`src/rtl/audio_out_sample_fifo.sv`:
```
// Stereo 24-bit sample FIFO between the CPU/DMA writer and the I2S serializer, popped on LOAD.
// Optional build macro AUDIO_FIFO_UNDERRUN_MUTE_EN: outputs mute on underrun instead of repeating the last pair.
module audio_out_sample_fifo #(
    parameter int DEPTH_LOG2 = 4,
    parameter int LOW_MARK   = 4
) (
    input  logic                  CLK,
    input  logic                  RESETN,
    input  logic                  LOAD,
    input  logic                  WR_EN,
    input  logic [23:0]           WR_LEFT,
    input  logic [23:0]           WR_RIGHT,
    input  logic                  STATUS_CLR,
    output logic [23:0]           OUT_LEFT,
    output logic [23:0]           OUT_RIGHT,
    output logic [DEPTH_LOG2:0]   LEVEL,
    output logic                  FULL,
    output logic                  EMPTY,
    output logic                  LOW_WATER,
    output logic                  OVERFLOW,
    output logic                  UNDERRUN,
    output logic [15:0]           UNDERRUN_CNT
);

    localparam int                    DEPTH     = 1 << DEPTH_LOG2;
    localparam logic [DEPTH_LOG2:0]   LEVEL_MAX = (DEPTH_LOG2 + 1)'(DEPTH);
    localparam logic [DEPTH_LOG2:0]   LEVEL_ONE = (DEPTH_LOG2 + 1)'(1);
    localparam logic [DEPTH_LOG2-1:0] PTR_ONE   = DEPTH_LOG2'(1);

    typedef struct packed {
        logic [23:0] left;
        logic [23:0] right;
    } pair_t;

    pair_t                 mem [DEPTH];
    pair_t                 rd_data;
    logic [DEPTH_LOG2-1:0] wr_ptr;
    logic [DEPTH_LOG2-1:0] rd_ptr;
    logic [DEPTH_LOG2:0]   level_next;
    logic                  pop_ok;
    logic                  underrun_ev;
    logic                  push_ok;
    logic                  overflow_ev;

    // NOTE: every signal written here gets a default first, so no latch is inferred.
    always_comb begin
        pop_ok      = 1'b0;
        underrun_ev = 1'b0;
        push_ok     = 1'b0;
        overflow_ev = 1'b0;
        level_next  = LEVEL;
        rd_data     = mem[rd_ptr];

        if (LOAD) begin
            pop_ok      = (LEVEL != '0);
            underrun_ev = (LEVEL == '0);
        end

        // A full FIFO still accepts a push when the same cycle frees a slot.
        if (WR_EN) begin
            push_ok     = (LEVEL != LEVEL_MAX) || pop_ok;
            overflow_ev = !push_ok;
        end

        if (push_ok && !pop_ok) begin
            level_next = LEVEL + LEVEL_ONE;
        end else if (!push_ok && pop_ok) begin
            level_next = LEVEL - LEVEL_ONE;
        end
    end

    // NOTE: the sample RAM has no reset; its contents are meaningless until written,
    // and leaving it unreset lets it map onto distributed RAM.
    always_ff @(posedge CLK) begin
        if (push_ok) begin
            mem[wr_ptr] <= '{left: WR_LEFT, right: WR_RIGHT};
        end
    end

    // NOTE: state registers use non-blocking assignments so every register samples pre-edge values.
    always_ff @(posedge CLK) begin
        if (!RESETN) begin
            wr_ptr    <= '0;
            rd_ptr    <= '0;
            LEVEL     <= '0;
            FULL      <= 1'b0;
            EMPTY     <= 1'b1;
            LOW_WATER <= 1'b1;
        end else begin
            if (push_ok) begin
                wr_ptr <= wr_ptr + PTR_ONE;
            end
            if (pop_ok) begin
                rd_ptr <= rd_ptr + PTR_ONE;
            end
            LEVEL     <= level_next;
            FULL      <= (level_next == LEVEL_MAX);
            EMPTY     <= (level_next == '0);
            LOW_WATER <= (int'(level_next) <= LOW_MARK);
        end
    end

    always_ff @(posedge CLK) begin
        if (!RESETN) begin
            OUT_LEFT  <= '0;
            OUT_RIGHT <= '0;
        end else if (pop_ok) begin
            OUT_LEFT  <= rd_data.left;
            OUT_RIGHT <= rd_data.right;
        end else if (underrun_ev) begin
`ifdef AUDIO_FIFO_UNDERRUN_MUTE_EN
            OUT_LEFT  <= '0;
            OUT_RIGHT <= '0;
`else
            OUT_LEFT  <= OUT_LEFT;
            OUT_RIGHT <= OUT_RIGHT;
`endif
        end
    end

    // A new event in the same cycle as STATUS_CLR wins over the clear.
    always_ff @(posedge CLK) begin
        if (!RESETN) begin
            OVERFLOW     <= 1'b0;
            UNDERRUN     <= 1'b0;
            UNDERRUN_CNT <= '0;
        end else begin
            OVERFLOW <= overflow_ev || (OVERFLOW && !STATUS_CLR);
            UNDERRUN <= underrun_ev || (UNDERRUN && !STATUS_CLR);
            if (underrun_ev) begin
                if (STATUS_CLR) begin
                    UNDERRUN_CNT <= 16'd1;
                end else if (UNDERRUN_CNT != 16'hFFFF) begin
                    UNDERRUN_CNT <= UNDERRUN_CNT + 16'd1;
                end
            end else if (STATUS_CLR) begin
                UNDERRUN_CNT <= '0;
            end
        end
    end

endmodule

```
`config.mk`:
```
export PLATFORM = sky130hd
export DESIGN_NAME = audio_out_sample_fifo
export DESIGN_NICKNAME = d
export VERILOG_FILES = /design/src/rtl/audio_out_sample_fifo.sv
export SDC_FILE = /design/constraint.sdc
export NUM_CORES = 1
export LEC_CHECK = 0
export CAP_MARGIN = 20
export CORE_UTILIZATION = 55
export DETAILED_ROUTE_END_ITERATION = 10
export DONT_BUFFER_PORTS = 1
export PLACE_DENSITY = 0.69
export SYNTH_ARGS = -nofsm -noshare
export SYNTH_HDL_FRONTEND = slang
export SYNTH_SLANG_ARGS = --single-unit
```
`constraint.sdc`:
```
create_clock -name CLK -period 13.7 [get_ports CLK]
set_input_delay 3.425 -clock CLK [delete_from_list [all_inputs] [get_ports CLK]]
set_output_delay 3.425 -clock CLK [all_outputs]
set_load 0.01 [all_outputs]
```
==> results.json <==
{
  "start_kind": "input pin",
  "insertion_delay_ns": 0.63,
  "drc_errors": 0,
  "yosys-top-cells-area": "edfxtp_1 (71%), mux4_2 (13%), dfxtp_1 (5.1%)",
  "critPathRequiredTime_ns": 13.96,
  "placed_area_sq_mm": 0.0332,
  "insertedDiodeCount": 0,
  "synth_area_per_cell_sq_um": 21.3,
  "relSlewSlack": 0.347,
  "synth_top_area_cell": "edfxtp_1",
  "synthArstFlopShare": 0,
  "via_per_inst": 6.15,
  "clkSinkCount": 850,
  "placed_cells": 2226,
  "syn-num-nets": 1574,
  "grt_pass1_wl_um": 97700,
  "finalWeightedCongestion": 0.803,
  "grt_overflow": 0,
  "grt_usage": 0.225,
  "synth_top_area_share": 0.715,
  "antenna_found_initial": 0,
  "post_cts_buffers": 0,
  "synth-seq-cells": 850,
  "wl_per_cell_um": 27.2,
  "fin_setup_tns_ns": 0,
  "dr.pass1.iters": 6,
  "fill_cells": 3928,
  "status": "complete, no violations",
  "cp_max_fo": 27,
  "yosysUniqueCellTypes": 56,
  "finalCritPeriodShare": 0.389,
  "synth_area_sq_mm": 0.0323,
  "die_y_um": 244,
  "die_w_um": 244,
  "cts_tree": "yes",
  "worstSetupPathType": "in2reg",
  "io_pins": 127,
  "final_common_cell": "edfxtp_1",
  "hold_slack_ns": 0.523,
  "routed_wl_um": 64900,
  "min-delay-path-class": "reg2reg",
  "design.core.area_sq_mm": 0.0578,
  "rsz0062_at_grt": "no",
  "stdcell_area_sq_mm": 0.0360,
  "htreeDepth": 3,
  "hold_violations": 0,
  "finalSetupViolations": 0,
  "first_iter_violations": 1118,
  "tightest_slew_ns": 0.979,
  "fin_util": 0.624,
  "clk_pin_slew_ns": 0.06,
  "ctsHoldBuffers": 0,
  "die-area_sq_mm": 0.0596,
  "final.setup.worst_slack_ns": 8.37,
  "rows": 88,
  "synth_warnings": 0,
  "cts_buffer_depth": 3,
  "ys.flop_type": "edfxtp_1",
  "seq_area_frac_synth": 0.766,
  "skew_ns": 0.0226,
  "start_util": 0.558,
  "synth_edf_count": 768,
  "drive_gt1_frac": 0.238,
  "root_buffer": "clkbuf_16",
  "cp.arrival_ns": 5.60,
  "postCtsResizedCells": 0,
  "power_mw": 6.34,
  "area_growth_pct": 11.7,
  "final_cells": 2383,
  "power.density_mw_per_mm2": 176,
  "fin_nets": 1608,
  "fmax_ghz": 0.188,
  "maxCapViolCount": 0,
  "pre_cts_ws_ns": 7.66,
  "vias": 14700,
  "postRouteAntennaNets": 0,
  "port_buffers": 0,
  "setup.worst_path.end_class": "register",
  "dp_hpwl_um": 36300,
  "ir_drop_mv": 0.146,
  "period_needed_ns": 5.33,
  "grt_max_degree": 109,
  "synthCells": 1513,
  "leakagePower_nw": 10.9,
  "numCtsBuffers": 84,
  "layout_common_cells": "edfxtp_1 (768), mux4_2 (192), mux2i_1 (98)",
  "final_max_slew_viol_count": 0,
  "grt_pass1_vias": 15400
}
[worst paths after layout]
| kind | start | endpoint | slack (ns) | depth (start not counted) |
|---|---|---|---|---|
| setup reg to reg | rd_ptr[0] | OUT_LEFT[11] | 9.69 | 7 |
| hold reg to reg | UNDERRUN | UNDERRUN | 0.52 | 2 |
| hold / removal | UNDERRUN | UNDERRUN | 0.52 | 2 |
| setup / recovery | LOAD | mem[15][34] | 8.37 | 5 |
[sequential cells by signal, indices dropped and copies added, names as in the netlist]
| signal | flops |
|---|---|
| OUT_LEFT | 24 |
| EMPTY | 1 |
| rd_ptr | 4 |
| mem | 768 |
| OUT_RIGHT | 24 |
| wr_ptr | 4 |
| UNDERRUN | 1 |
| LOW_WATER | 1 |
| LEVEL | 5 |
| UNDERRUN_CNT | 16 |
| OVERFLOW | 1 |
| FULL | 1 |
[final cells by class]
class                           count  area (sq um)  area share
Timing Repair Buffer               31           245     0.00680
Sequential cell                   850         24700       0.686
Clock buffer                      116          2390      0.0664
Tap cell                          765           957      0.0266
Clock inverter                     41           418      0.0116
Inverter                           10          37.5     0.00104
Multi-Input combinational cell    570          7270       0.202
[worst max-delay path: stages]
cell and delay, ns:
inv_1 0.06, a31oi_2 0.46, nand2_1 0.37, nor2_4 0.74, buf_4 0.52
[metal layers]
metal	share of wire	vias to the layer above	GRT usage	wire, um
met1	0.40	7773	0.294	26100
met3	0.054	108	0.0463	3520
met2	0.51	391	0.380	33400
li1	-	6383	-	-
met4	0.029	0	0.0756	1880
met5	0	-	0	0
[cells in the mapped netlist (2+ instances only)]
cell	number
edfxtp_1	768
mux4_2	192
mux2i_1	98
dfxtp_1	82
a2bb2oi_1	48
clkbuf_1	39
buf_2	35
o21ai_0	35
nor2_1	34
o21ai_1	20
nand2_1	17
a21oi_1	14
xnor2_1	12
nand3_1	10
inv_1	9
nor3_1	9
ha_1	8
buf_1	7
a211oi_1	5
and2_1	5
xor2_1	5
and4_1	4
nand4_1	4
nor2b_1	4
nor4_1	3
o2111ai_1	3
or3_1	3
a2111oi_2	2
a31oi_1	2
a32oi_1	2
and3_1	2
buf_6	2
nand2b_1	2
nand3b_1	2
nand4b_1	2
nor3b_1	2
o31ai_1	2
or4_1	2
[report_power, final]
group / switching, mW / total, mW / internal [mW]
sequential: 0.0955 / 3.01 / 2.91
clock: 0.942 / 2.30 / 1.36
combinational: 0.499 / 1.03 / 0.529
[cell families after synthesis]
logic type                 Yosys count  share of synthesized area
muxes                              290                      0.164
AOI/OAI and AO/OA                  144                     0.0313
xor gates and xnor gates            17                    0.00461
adders and majority gates            8                    0.00310
buffers and inverters               93                     0.0126
and+or+nand+nor                    111                     0.0182
DFF                                850                      0.766
Note: power is estimated with default switching activity, not from simulation.
